--- config.mk ---
export PLATFORM = sky130hd
export DESIGN_NAME = fetch_redirect_ctrl_flat
export DESIGN_NICKNAME = d
export VERILOG_FILES = /design/src/rtl/fetch_redirect_ctrl_pkg.sv /design/src/rtl/fetch_redirect_ctrl_if.sv /design/src/rtl/fetch_drain_counter.sv /design/src/rtl/fetch_redirect_ctrl.sv /design/src/flat_wrapper.sv
export SDC_FILE = /design/constraint.sdc
export NUM_CORES = 1
export LEC_CHECK = 0
export BUFFER_PORTS_ARGS = -buffer_cell sky130_fd_sc_hd__buf_2
export CAP_MARGIN = 20
export CORE_MARGIN = 5
export CORE_UTILIZATION = 40
export CTS_BUF_LIST = sky130_fd_sc_hd__clkbuf_4 sky130_fd_sc_hd__clkbuf_8 sky130_fd_sc_hd__clkbuf_16
export DETAILED_ROUTE_END_ITERATION = 10
export PLACE_DENSITY = 0.69
export SLEW_MARGIN = 10
export SYNTH_ARGS = -nofsm -noshare
export SYNTH_HDL_FRONTEND = slang
export SYNTH_SLANG_ARGS = --single-unit
--- constraint.sdc ---
create_clock -name CLK -period 1.6 [get_ports CLK]
set_clock_uncertainty 0.05 [all_clocks]
set_input_delay 0.24 -clock CLK [delete_from_list [all_inputs] [get_ports CLK]]
set_output_delay 0.24 -clock CLK [all_outputs]
set_load 0.01 [all_outputs]
--- src/rtl/fetch_redirect_ctrl_pkg.sv ---
// Shared definitions for fetch redirect sequencing, hazard unit and CP0 logic.
package fetch_redirect_ctrl_pkg;

  typedef enum logic [1:0] {
    RUN    = 2'd0,
    HOLD   = 2'd1,
    DRAIN  = 2'd2,
    VECTOR = 2'd3
  } fetch_state_e;

  localparam logic [31:0] EXC_VECTOR_DEFAULT = 32'hBFC00380;

endpackage

--- src/rtl/fetch_redirect_ctrl_if.sv ---
// Control bundle between decode/hazard/trap sources and the fetch stage.
interface fetch_redirect_ctrl_if;
  logic        Hazard_Stall;
  logic        Branch_Req;
  logic [31:0] Branch_Target;
  logic        SYS;
  logic [31:0] SYS_PC;
  logic        STALL_2IF;
  logic        Request_Alt_PC;
  logic [31:0] Alt_PC;
  logic        Flush_ID;
  logic [31:0] EPC_OUT;
  logic        EPC_Valid;
  logic        Busy;

  modport master (
    output Hazard_Stall, Branch_Req, Branch_Target, SYS, SYS_PC,
    input  STALL_2IF, Request_Alt_PC, Alt_PC, Flush_ID, EPC_OUT, EPC_Valid, Busy
  );

  modport slave (
    input  Hazard_Stall, Branch_Req, Branch_Target, SYS, SYS_PC,
    output STALL_2IF, Request_Alt_PC, Alt_PC, Flush_ID, EPC_OUT, EPC_Valid, Busy
  );
endinterface

--- src/rtl/fetch_drain_counter.sv ---
// 4-bit down-counter for multi-cycle fetch stalls; saturates at zero.
module fetch_drain_counter (
  input  logic       CLK,
  input  logic       RESET,
  input  logic       load,
  input  logic [3:0] load_val,
  input  logic       dec,
  output logic [3:0] count,
  output logic       zero
);

  // Load takes precedence over decrement; never decrements below zero.
  always_ff @(posedge CLK or negedge RESET) begin
    if (!RESET)                     count <= 4'd0;
    else if (load)                  count <= load_val;
    else if (dec && count != 4'd0)  count <= count - 4'd1;
  end

  assign zero = (count == 4'd0);

endmodule

--- src/rtl/fetch_redirect_ctrl.sv ---
// Fetch redirect controller: merges branch redirects, hazard stalls and
// syscall trap entry into one per-cycle fetch command.
//
//   state  | meaning
//   RUN    | normal fetch, branches redirect immediately
//   HOLD   | branch arrived during a stall, target parked until stall clears
//   DRAIN  | syscall accepted, fetch frozen while pipeline empties
//   VECTOR | one cycle redirect to the exception vector, EPC published
module fetch_redirect_ctrl
  import fetch_redirect_ctrl_pkg::*;
#(
  parameter int          DRAIN_CYCLES = 3,
  parameter logic [31:0] EXC_VECTOR   = EXC_VECTOR_DEFAULT
) (
  input  logic                  CLK,
  input  logic                  RESET,
  fetch_redirect_ctrl_if.slave  bus
);

  if (DRAIN_CYCLES < 1 || DRAIN_CYCLES > 15) begin : g_bad_drain
    $error("fetch_redirect_ctrl: DRAIN_CYCLES out of range 1..15");
  end

  localparam logic [3:0] DRAIN_LOAD = 4'(DRAIN_CYCLES - 1);

  fetch_state_e state_q, state_d;
  logic [31:0]  pending_q;
  logic [31:0]  epc_q;
  logic         pend_load, pend_clear, epc_load;
  logic         cnt_load, cnt_dec, cnt_zero;
  logic [3:0]   cnt_count;

  fetch_drain_counter u_drain (
    .CLK      (CLK),
    .RESET    (RESET),
    .load     (cnt_load),
    .load_val (DRAIN_LOAD),
    .dec      (cnt_dec),
    .count    (cnt_count),
    .zero     (cnt_zero)
  );

  // State, parked branch target and captured trap PC.
  always_ff @(posedge CLK or negedge RESET) begin
    if (!RESET) begin
      state_q   <= RUN;
      pending_q <= 32'd0;
      epc_q     <= 32'd0;
    end else begin
      state_q <= state_d;
      if (pend_load)       pending_q <= bus.Branch_Target;
      else if (pend_clear) pending_q <= 32'd0;
      if (epc_load)        epc_q <= bus.SYS_PC;
    end
  end

  // Next state and combinational fetch command.
  always_comb begin
    state_d            = state_q;
    pend_load          = 1'b0;
    pend_clear         = 1'b0;
    epc_load           = 1'b0;
    cnt_load           = 1'b0;
    cnt_dec            = 1'b0;
    bus.STALL_2IF      = 1'b0;
    bus.Request_Alt_PC = 1'b0;
    bus.Alt_PC         = 32'd0;
    bus.Flush_ID       = 1'b0;
    bus.EPC_Valid      = 1'b0;
    case (state_q)
      RUN, HOLD: begin
        if (state_q == HOLD) begin
          bus.Alt_PC    = pending_q;
          bus.STALL_2IF = bus.Hazard_Stall;
        end
        if (bus.SYS) begin
          // Trap entry wins; a parked redirect is dropped. The accept cycle
          // is the first stalled cycle, so a 1-cycle drain vectors next.
          bus.STALL_2IF = 1'b1;
          bus.Flush_ID  = 1'b1;
          epc_load      = 1'b1;
          cnt_load      = 1'b1;
          pend_clear    = 1'b1;
          state_d       = (DRAIN_LOAD == 4'd0) ? VECTOR : DRAIN;
        end else if (state_q == HOLD) begin
          if (!bus.Hazard_Stall) begin
            bus.Request_Alt_PC = 1'b1;
            bus.Flush_ID       = 1'b1;
            pend_clear         = 1'b1;
            state_d            = RUN;
          end
        end else if (bus.Branch_Req && !bus.Hazard_Stall) begin
          bus.Request_Alt_PC = 1'b1;
          bus.Alt_PC         = bus.Branch_Target;
          bus.Flush_ID       = 1'b1;
        end else if (bus.Branch_Req) begin
          bus.STALL_2IF = 1'b1;
          pend_load     = 1'b1;
          state_d       = HOLD;
        end else begin
          bus.STALL_2IF = bus.Hazard_Stall;
        end
      end
      DRAIN: begin
        // Leave when this cycle's decrement reaches zero so that the accept
        // cycle plus DRAIN cycles totals exactly DRAIN_CYCLES stalls.
        bus.STALL_2IF = 1'b1;
        bus.Flush_ID  = 1'b1;
        cnt_dec       = 1'b1;
        if (cnt_zero || cnt_count == 4'd1) state_d = VECTOR;
      end
      VECTOR: begin
        bus.Request_Alt_PC = 1'b1;
        bus.Alt_PC         = EXC_VECTOR;
        bus.Flush_ID       = 1'b1;
        bus.EPC_Valid      = 1'b1;
        state_d            = RUN;
      end
      default: state_d = RUN;
    endcase
  end

  assign bus.EPC_OUT = epc_q;
  assign bus.Busy    = (state_q != RUN);

  // Fetch must never be told to stall and redirect at once.
  a_no_stall_and_redirect: assert property (@(posedge CLK) disable iff (!RESET)
    !(bus.Request_Alt_PC && bus.STALL_2IF));

  // EPC is only published on the vector cycle.
  a_epc_valid_in_vector: assert property (@(posedge CLK) disable iff (!RESET)
    bus.EPC_Valid |-> state_q == VECTOR);

endmodule

--- src/flat_wrapper.sv ---
// flat-port wrapper written by rule: the top's interface ports become plain ports
module fetch_redirect_ctrl_flat import fetch_redirect_ctrl_pkg::*;
#(
  parameter int          DRAIN_CYCLES = 3,
  parameter logic [31:0] EXC_VECTOR   = EXC_VECTOR_DEFAULT
)
  (CLK, RESET, bus_Hazard_Stall, bus_Branch_Req, bus_Branch_Target, bus_SYS, bus_SYS_PC, bus_STALL_2IF, bus_Request_Alt_PC, bus_Alt_PC, bus_Flush_ID, bus_EPC_OUT, bus_EPC_Valid, bus_Busy);
  fetch_redirect_ctrl_if bus_i ();
  input  logic CLK;
  input  logic RESET;
  input wire logic [$bits(bus_i.Hazard_Stall)-1:0] bus_Hazard_Stall;
  input wire logic [$bits(bus_i.Branch_Req)-1:0] bus_Branch_Req;
  input wire logic [$bits(bus_i.Branch_Target)-1:0] bus_Branch_Target;
  input wire logic [$bits(bus_i.SYS)-1:0] bus_SYS;
  input wire logic [$bits(bus_i.SYS_PC)-1:0] bus_SYS_PC;
  output wire logic [$bits(bus_i.STALL_2IF)-1:0] bus_STALL_2IF;
  output wire logic [$bits(bus_i.Request_Alt_PC)-1:0] bus_Request_Alt_PC;
  output wire logic [$bits(bus_i.Alt_PC)-1:0] bus_Alt_PC;
  output wire logic [$bits(bus_i.Flush_ID)-1:0] bus_Flush_ID;
  output wire logic [$bits(bus_i.EPC_OUT)-1:0] bus_EPC_OUT;
  output wire logic [$bits(bus_i.EPC_Valid)-1:0] bus_EPC_Valid;
  output wire logic [$bits(bus_i.Busy)-1:0] bus_Busy;
  assign bus_i.Hazard_Stall = bus_Hazard_Stall;
  assign bus_i.Branch_Req = bus_Branch_Req;
  assign bus_i.Branch_Target = bus_Branch_Target;
  assign bus_i.SYS = bus_SYS;
  assign bus_i.SYS_PC = bus_SYS_PC;
  assign bus_STALL_2IF = bus_i.STALL_2IF;
  assign bus_Request_Alt_PC = bus_i.Request_Alt_PC;
  assign bus_Alt_PC = bus_i.Alt_PC;
  assign bus_Flush_ID = bus_i.Flush_ID;
  assign bus_EPC_OUT = bus_i.EPC_OUT;
  assign bus_EPC_Valid = bus_i.EPC_Valid;
  assign bus_Busy = bus_i.Busy;
  fetch_redirect_ctrl #(.DRAIN_CYCLES(DRAIN_CYCLES), .EXC_VECTOR(EXC_VECTOR)) u_core (.CLK(CLK), .RESET(RESET), .bus(bus_i));
endmodule
==> results.toml, run 1 <==
[hold_path]
hold_class = "primary input to register"

[grt]
grtUsageTotal_pct = 16.7
grt_max_degree = 34
grt_first_pass_wirelength_um = 13400
gr-total-overflow = 0
first_global_vias = 2747
antenna_found_initial = 0

[synth]
synth_top_area_share_pct = 54.9
synth_cell_type_count = 31
netlist_area_um2 = 3190
synth-seq-cells = 70
yosysWarnings = 0
synth_fp_nets = 328
yosysSeqAreaShare_pct = 54.9
syn_avg_cell_area_um2 = 12.5
netlist_instances = 256
yosys.area.top_type = "dfrtp_1"
synth_area_leaders = "dfrtp_1 55%, a22o_1 14%, mux2_2 12%"

[power]
power_mw = 7.83
power_density_nw_per_um2 = 1750
ir_drop_mv = 0.680
p_leak_nw = 2.30

[route]
routedWlPerCell_um = 15.8
via_count = 2594
drc_errors = 0
ant_nets = 0
drtIter0Drc = 124
viasPerCell = 5.04
wl_um = 8120
first_pass_iters = 5

[setup_path]
cp_data_arrival_time_ns = 1.60
start_kind = "register"
worst_path_max_delay_cell = "dfrtp_1"
crit_top_cell = "buf_4"
cp_slowest_stage_delay_ns = 0.39
critPathMaxFanout = 20
cp.required_ns = 1.31
end_kind = "output port"
crit_chain = "buf_4 > nor2b_4 > buf_4 > a22o_1 > buf_2"
crit_type = "register to output port"

[floorplanning]
die_h_um = 99.3
io_pins = 138
fp.dieArea_um2 = 9860
die_w_um = 99.3
start_util_pct = 41.1
rows = 32
core_um2 = 7770

[final_layout]
fin_area_um2 = 4480
regArea_um2 = 1750
nFillCells = 662
final_core_utilization_pct = 57.7
multi_input_area_um2 = 1310
area_growth_pct = 40.5
antenna_cells = 0
num-nets-final = 480
drive_gt1_share_pct = 56.4

[timing]
fin_ws_ns = -0.288
worstMarginPinSlew_ns = 0.355
fmax_mhz = 530
period_needed_ns = 1.89
rsz0062_at_grt = "true"
period_share_pct = 118
maxSlewHeadroom_pct = 76.3
setup_viol = 70
hold_viol = 0
slew_viol_final = 0

[clock_tree]
cts-buffers-inserted = 9
root_buffer = "clkbuf_8"
cts.sinks = 70
clk_path_buf_depth = 2
cts_tree = "done"
htreeDepth = 3
clk-insertion-delay-late_ns = 0.32
clkTransAtPathRegs_ns = 0.08

[placement]
dp_hpwl_um = 5710
port_buffers = 137
post-place-ws_ns = -0.0367
gp_congestion = 0.767
place_area_um2 = 4050

[run_status]
violations = "negative setup slack"
status = "finished with violations"

[job]
maxCapViolCount = 0
## what timing repair did
action	CTS	global route
setup buffers	4	1
gates cloned	2	0
setup endpoints to repair	68	78
pin swaps	4	1
gates resized for setup	38	9
endpoints found under the hold margin	23	0
hold buffers	1	0
## registers in the layout, summed over array words and instances (netlist names)
register and cells:
u_core.state_q 2, u_core.bus.EPC_OUT 32, u_core.pending_q 32, u_core.u_drain.count 4
## metal layers
metal | up-vias | global-route usage, % | part of all wire, %
met2 | 66 | 29.3 | 53
li1 | 1236 | - | -
met1 | 1286 | 20.8 | 42
met4 | 0 | 5.78 | 0.85
met5 | - | 0 | 0
met3 | 6 | 2.81 | 4.7
## final timing paths
path,slack (ns),to,cells after the start,start
max,-0.29,bus_Alt_PC[12],5,u_core.state_q[1]
min,0.09,u_core.bus.EPC_OUT[16],2,bus_SYS_PC[16]
max reg2reg,-0.09,u_core.bus.EPC_OUT[8],5,u_core.state_q[1]
min reg2reg,0.45,u_core.bus.EPC_OUT[26],1,u_core.bus.EPC_OUT[26]
max in group asynchronous,0.67,u_core.pending_q[16],3,RESET
min in group asynchronous,0.31,u_core.bus.EPC_OUT[15],2,RESET
## critical path: cells and delay by family (launching register included)
kind                   cells  cell delay [ns]
buffers and inverters      3             0.57
DFF                        1             0.39
AOI/OAI and AO/OA          1             0.23
and+or+nand+nor            1             0.07
## placed cells by master (no fill, tap or decap), drive strengths merged, types with 2 or more instances in the layout
| cell | count |
|---|---|
| nor3 | 2 |
| and2 | 2 |
| nor2b | 2 |
| nand2b | 2 |
| o21ai | 28 |
| bufinv | 3 |
| buf | 159 |
| or2 | 2 |
| a22o | 52 |
| clkinv | 3 |
| a21oi | 4 |
| inv | 16 |
| nor2 | 8 |
| ha | 3 |
| clkbuf | 10 |
| and3b | 2 |
| dfrtp | 70 |
| and2b | 2 |
| mux2 | 33 |
## final cells by class
cell class              instances  area share (%)
flip-flops and latches         70            39.1
multi-input cells             150            29.1
clock inverters                 6            2.43
clock buffers                  10            3.07
repair buffers                161            22.1
well taps                     102            2.85
inverters                      16            1.34
## synth_stat cells, drive strengths merged
cell type / number
a21oi: 4
a22o: 52
and2: 2
and2b: 2
and3b: 2
buf: 15
clkbuf: 5
dfrtp: 70
ha: 3
inv: 16
mux2: 33
mux2i: 1
nand2: 1
nand2b: 2
nand3: 1
nand3b: 1
nand4b: 1
nor2: 8
nor2b: 2
nor3: 2
o21ai: 28
o31ai: 1
o41ai: 1
or2: 2
or4: 1
## stage by stage
step	cells	hold WS (ns)	setup TNS, ns
after floorplan	256	-0.106	0
after global placement	492	0.116	-0.532
after detailed placement	492	0.128	-0.654
after CTS	515	0.0719	-9.21
after global routing	515	0.0733	-15.83
final	515	0.0901	-10.98
## report_power, final
part           total (mW)  leakage [nW]  internal (mW)  switching (mW)
Combinational        3.17          1.29           1.66            1.51
Clock                1.71         0.126           1.08           0.639
Sequential           2.95         0.887           2.54           0.410
## logic make-up (layout without fill, tap and decap cells)
| logic type | Yosys count | in the layout | synth area share [%] |
|---|---|---|---|
| AO/OA/AOI/OAI | 86 | 86 | 20.2 |
| adder cells (fa/ha/maj) | 3 | 3 | 1.18 |
| buffers and inverters | 36 | 193 | 6.59 |
| flip-flops | 70 | 70 | 54.9 |
| multiplexers | 34 | 34 | 12.0 |
| AND/OR/NAND/NOR | 27 | 27 | 5.14 |
No activity file was read; power rests on OpenSTA's default activity.
==> run 2: changes to the inputs <==
--- a/config.mk
+++ b/config.mk
@@ -5,13 +5,14 @@
 export SDC_FILE = /design/constraint.sdc
 export NUM_CORES = 1
 export LEC_CHECK = 0
+export ABC_AREA = 1
 export BUFFER_PORTS_ARGS = -buffer_cell sky130_fd_sc_hd__buf_2
 export CAP_MARGIN = 20
 export CORE_MARGIN = 5
 export CORE_UTILIZATION = 40
 export CTS_BUF_LIST = sky130_fd_sc_hd__clkbuf_4 sky130_fd_sc_hd__clkbuf_8 sky130_fd_sc_hd__clkbuf_16
 export DETAILED_ROUTE_END_ITERATION = 10
-export PLACE_DENSITY = 0.69
+export PLACE_DENSITY = 0.67
 export SLEW_MARGIN = 10
 export SYNTH_ARGS = -nofsm -noshare
 export SYNTH_HDL_FRONTEND = slang
==> run 2 against run 1 <==
Compared with the run above: the flow still finishes with violations (negative setup slack); count of clock-buffer cells in the layout unchanged; final area increased by 9.1%; first-iteration DRC count decreased by 15%; synthesized cell count increased by 77%; combinational power increased by 10%; via count increased by 36%; setup slack improved by 0.070 ns; critical path depth increased by 1; critical path type unchanged; critical endpoint is now bus_Alt_PC[1]; highest routed layer is now met5.
==> results.toml, run 2 <==
[synth]
netlist_area_um2 = 3720
synth_edf_count = 0
netlist_instances = 453
synthFlopType = "dfrtp_1"
yosysWarnings = 0
synth_area_leaders = "dfrtp_1 47%, nand2_1 17%, o21ai_2 7.1%"
yosysSeqAreaShare_pct = 47.1
synth_top_family_by_area = "simple AND/OR/NAND/NOR gates"
syn_avg_cell_area_um2 = 8.21
synth_top_area_share_pct = 47.1
synthAdderAreaFrac_pct = 1.01
synth_xor_area_share_pct = 0.235
synth_fp_nets = 525
ys_top_cells_by_count = "171 x nand2_1, 70 x dfrtp_1, 42 x inv_1"
synth_compound_area_share_pct = 9.75
synth_cell_type_count = 23
synth_mux_area_share_pct = 0
synth-seq-cells = 70
synth-simple-area-share_pct = 31.4
ys_async_sr_fraction_pct = 100
yosysMostFrequentCell = "nand2_1"
yosys.area.top_type = "dfrtp_1"

[clock_tree]
cts-buffers-inserted = 9
cts.sinks = 70
clk-insertion-delay-late_ns = 0.34
htreeDepth = 3
clk_path_buf_depth = 2
cts_tree = "done"
clkTransAtPathRegs_ns = 0.08
root_buffer = "clkbuf_8"

[timing]
fin_ws_ns = -0.218
rsz0062_at_grt = "true"
hold_viol = 0
worstMarginPinSlew_ns = 0.436
setup_viol = 36
period_share_pct = 114
fmax_mhz = 550
maxSlewHeadroom_pct = 70.9
period_needed_ns = 1.82
slew_viol_final = 0

[power]
p_leak_nw = 2.83
power_switching_mw = 3.12
ir_drop_mv = 0.741
switching_share_pct = 41.0
pwr-share-clk_pct = 18.4
power_density_nw_per_um2 = 1550
p_int_mw = 4.48
comb_power_share_pct = 45.9
seq_power_share_pct = 35.8

[route]
via_count = 3530
ant_nets = 0
routedWlPerCell_um = 14.0
first_pass_iters = 4
viasPerCell = 4.96
wl_um = 9930
drc_errors = 0
drtIter0Drc = 106

[job]
maxCapViolCount = 0

[run_status]
violations = "negative setup slack"
status = "finished with violations"

[grt]
first_global_vias = 3564
grt_max_degree = 36
grt_first_pass_wirelength_um = 16600
grtUsageTotal_pct = 18.1
antenna_found_initial = 1
gr-total-overflow = 0

[setup_path]
critical_path.top_delay_family = "buffers and inverters"
start_kind = "register"
cp_slowest_stage_delay_ns = 0.42
worst_path_max_delay_cell = "dfrtp_1"
crit_type = "register to output port"
cp_data_arrival_time_ns = 1.53
cp.required_ns = 1.31
critPathMaxFanout = 11
timing.rr.start = "u_core.state_q[1]"
crit_buf_inv = 3
crit_chain = "inv_2 > nand2_4 > nand3_4 > buf_12 > o21ai_2 > buf_2"
end_kind = "output port"
crit_start = "u_core.state_q[1]"

[final_layout]
num-nets-final = 666
area_growth_pct = 31.4
instances_no_fill = 711
final_cell_mix = "170 x nand2_1, 134 x buf_2, 70 x dfrtp_1"
final_common_cell = "nand2_1"
drive_gt1_share_pct = 39.1

[floorplanning]
core_um2 = 9150
fp.dieArea_um2 = 11300
die_h_um = 106
start_util_pct = 40.7
die_w_um = 106
io_pins = 138
rows = 35

[hold_path]
hold_path.startpoint = "bus_SYS_PC[27]"
hold_class = "primary input to register"

[placement]
gp_congestion = 0.807
dp_hpwl_um = 7150
port_buffers = 137
dp.cells = 689
post-place-ws_ns = 0.00309
run 2: cell count changes in the layout (fill, tap and decap cells not counted), sizes merged, moves of 3 or more:
cell	change
nand4	+33
o21ai	+19
clkinvlp	+3
nand3	+37
mux2	-33
inv	+31
a22o	-52
nand2	+171
run 2: final timing paths:
| kind | end | slack (ns) | cells past startpoint |
|---|---|---|---|
| worst min register to register | u_core.bus.EPC_OUT[3] | 0.41 | 2 |
| max in group asynchronous | u_core.pending_q[15] | 0.63 | 3 |
| worst max-delay path | bus_Alt_PC[1] | -0.22 | 6 |
| worst min-delay path | u_core.bus.EPC_OUT[27] | 0.05 | 3 |
| worst max register to register | u_core.u_drain.count[2] | 0.09 | 7 |
| min in group asynchronous | u_core.pending_q[17] | 0.34 | 2 |
run 2: logic make-up after synthesis:
family                   count (synthesis)
XOR/XNOR                                 1
AO/OA/AOI/OAI                           50
flip-flops                              70
adder cells (fa/ha/maj)                  3
buffers and inverters                   78
AND/OR/NAND/NOR                        251
run 2: layout make-up:
| class | count | area, um2 |
|---|---|---|
| clock inverters | 6 | 62.6 |
| flip-flops and latches | 70 | 1750 |
| inverters | 47 | 181 |
| repair buffers | 161 | 1000 |
| diodes | 1 | 2.50 |
| multi-input cells | 305 | 1620 |
| fillers | 855 | 4260 |
| well taps | 111 | 139 |
| clock buffers | 10 | 131 |
run 2: power by group through the flow:
stage | registers, mW | logic, mW | clock network [mW]
final | 2.72 | 3.49 | 1.40
after global routing | 2.80 | 3.89 | 1.52
after CTS | 2.72 | 3.49 | 1.44
after detailed placement | 2.73 | 3.31 | 0
after global placement | 2.73 | 3.24 | 0
after floorplan | 2.89 | 1.89 | 0
run 2: timing repair:
action / 4_1_cts / 5_1_grt
hold buffers: 1 / 0
cloned: 1 / 0
setup endpoints to repair: 38 / 39
pin swaps: 2 / 1
hold endpoints to repair: 29 / 0
setup buffers: 3 / 0
resized for setup: 23 / 7
run 2: per-layer routing:
layer / track usage (%) / routed length, um
met4: 5.39 / 119
met3: 6.38 / 965
met2: 29.6 / 4610
met1: 22.5 / 4230
met5: 0 / 7
run 2: through the flow:
step	total power [mW]	hold WS (ns)	cell area [um2]	util [%]	setup TNS, ns
6_report	7.60	0.0463	4890	53.4	-6.54
5_1_grt	8.21	0.0347	4890	53.4	-9.51
4_1_cts	7.65	0.0299	4860	53.2	-7.02
3_5_place_dp	6.05	0.163	4560	49.9	0
3_3_place_gp	5.97	0.165	4560	49.9	0
2_1_floorplan	4.79	-0.106	3720	-	0
run 2: worst reg2reg max path, cell delays in order, from the launching register on:
cell and delay (ns):
dfrtp_1 0.43, buf_4 0.16, buf_4 0.15, nor2_8 0.12, inv_2 0.05, buf_4 0.24, nand3_1 0.14, nand2_1 0.06
==> run 3: changes to the inputs <==
--- a/config.mk
+++ b/config.mk
@@ -6,7 +6,7 @@
 export NUM_CORES = 1
 export LEC_CHECK = 0
 export ABC_AREA = 1
-export BUFFER_PORTS_ARGS = -buffer_cell sky130_fd_sc_hd__buf_2
+export BUFFER_PORTS_ARGS = -buffer_cell sky130_fd_sc_hd__clkbuf_2
 export CAP_MARGIN = 20
 export CORE_MARGIN = 5
 export CORE_UTILIZATION = 40
==> run 3 against run 2 <==
Compared with the run above: the run still ends with negative setup slack left; count of clock-buffer cells in the layout up 1; non-clock buffer count up 2; sequential share of layout area is 0.48 points lower; sequential cell count unchanged; clock power increased by 28%; final area grew 1.5%; sequential power rose by 1%; setup slack gained 0.019 ns.
==> results.toml, run 3 (synthesized netlist as in run 2, its figures left out) <==
[setup_path]
end_kind = "output port"
critical_path.top_delay_family = "flip-flops"
cp_data_arrival_time_ns = 1.51
crit_buf_inv = 2
crit_chain = "nor2_4 > nand3_4 > buf_12 > o21ai_2 > buf_2"
cp_slowest_stage_delay_ns = 0.45
worst_path_max_delay_cell = "dfrtp_2"
critPathMaxFanout = 12
start_kind = "register"
rrSetupSlack_ns = -0.05
cp.required_ns = 1.31
crit_type = "register to output port"

[grt]
first_global_vias = 3618
grt_max_degree = 36
antenna_found_initial = 0
grt_first_pass_wirelength_um = 16900
gr-total-overflow = 0
grtUsageTotal_pct = 18.2

[timing]
rsz0062_at_grt = "true"
fmax_mhz = 556
hold_viol = 0
setup_viol = 66
maxSlewHeadroom_pct = 80.5
fin_ws_ns = -0.199
period_share_pct = 112
worstMarginPinSlew_ns = 0.292
period_needed_ns = 1.80
slew_viol_final = 0
tns_ns = -6.48

[clock_tree]
htreeDepth = 3
clk-insertion-delay-late_ns = 0.33
root_buffer = "clkbuf_8"
clkTransAtPathRegs_ns = 0.07
cts-buffers-inserted = 9
cts.sinks = 70
cts_tree = "done"
clk_path_buf_depth = 2

[hold_path]
hold_class = "primary input to register"

[placement]
gp_congestion = 0.780
dp_hpwl_um = 7250
port_buffers = 137
place_area_um2 = 4580

[final_layout]
fin_area_um2 = 4960
final_common_cell = "nand2_1"
antenna_cells = 0
drive_gt1_share_pct = 38.8
final_cell_mix = "171 x nand2_1, 102 x clkbuf_2, 68 x dfrtp_1"
area_growth_pct = 33.4
num-nets-final = 668

[route]
drc_errors = 0
via_count = 3476
ant_nets = 0
viasPerCell = 4.88
wl_um = 9980
first_pass_iters = 4
routedWlPerCell_um = 14.0
drtIter0Drc = 159

[floorplanning]
start_util_pct = 40.7
fp.dieArea_um2 = 11300
die_h_um = 106
rows = 35
core_um2 = 9150
io_pins = 138
die_w_um = 106

[power]
power_mw = 8.07
power_density_nw_per_um2 = 1630
p_leak_nw = 2.87
ir_drop_mv = 0.907

[job]
maxCapViolCount = 0

[run_status]
status = "finished with violations"
violations = "negative setup slack"
[run 3: changes by cell type in the layout (fill, tap and decap cells not counted), sizes merged]
| cell | previous run | this run |
|---|---|---|
| buf | 160 | 58 |
| diode | 1 | 0 |
| clkbuf | 10 | 115 |
| bufinv | 1 | 3 |
| clkinv | 2 | 0 |
| clkinvlp | 3 | 2 |
[run 3: per-stage QoR]
step,hold WS [ns],util [%],setup WS [ns],instances
2_1_floorplan,-0.106,-,0.182,453
4_1_cts,0.0294,53.5,-0.242,708
5_1_grt,0.0450,54.2,-0.279,712
3_5_place_dp,0.0878,50.0,-0.0113,689
6_report,0.0469,54.2,-0.199,712
3_3_place_gp,0.0832,50.0,0.0265,689
[run 3: power breakdown]
part	switching (mW)	total, mW	internal, mW
registers	0.383	2.76	2.38
logic	2.10	3.53	1.42
clock network	0.668	1.79	1.12
total	3.15	8.07	4.92
[run 3: cell type report]
type,count,area (um2)
Multi-Input combinational cell,305,1600
Clock buffer,11,151
Inverter,47,184
Fill cell,831,4190
Timing Repair Buffer,163,1030
Sequential cell,70,1750
Clock inverter,5,105
Tap cell,111,139
[run 3: worst register-to-register path, cell delays in order, from the launching register on]
cell,delay (ns)
dfrtp_2,0.45
inv_2,0.09
nand2_4,0.08
buf_4,0.14
buf_4,0.12
buf_4,0.12
o21ai_2,0.18
inv_6,0.15
nand3_1,0.11
nand2_1,0.06
[run 3: timing repair]
| item | CTS | global route |
|---|---|---|
| resized for setup | 13 | 42 |
| buffers inserted | 2 | 2 |
| hold endpoints to repair | 29 | 0 |
| cloned | 0 | 2 |
| hold buffers | 1 | 0 |
| endpoints found under the setup margin | 57 | 36 |
| pin swaps | 1 | 1 |
[run 3: layer usage]
layer	routed length, um	up-vias	part of all wire [%]	track usage (%)
li1	-	1735	-	-
met1	4400	1593	44	22.5
met2	4530	136	45	30.9
met3	929	12	9.3	5.46
met4	124	0	1.2	5.11
met5	0	-	0	0
[run 3: worst paths after layout]
kind	start	end	cells after the start
min in group asynchronous	RESET	u_core.pending_q[17]	2
max in group asynchronous	RESET	u_core.bus.EPC_OUT[16]	3
max reg2reg	u_core.state_q[1]	u_core.pending_q[15]	9
min reg2reg	u_core.bus.EPC_OUT[31]	u_core.bus.EPC_OUT[31]	2
min	bus_SYS_PC[4]	u_core.bus.EPC_OUT[4]	3
max	u_core.state_q[1]	bus_Alt_PC[30]	5
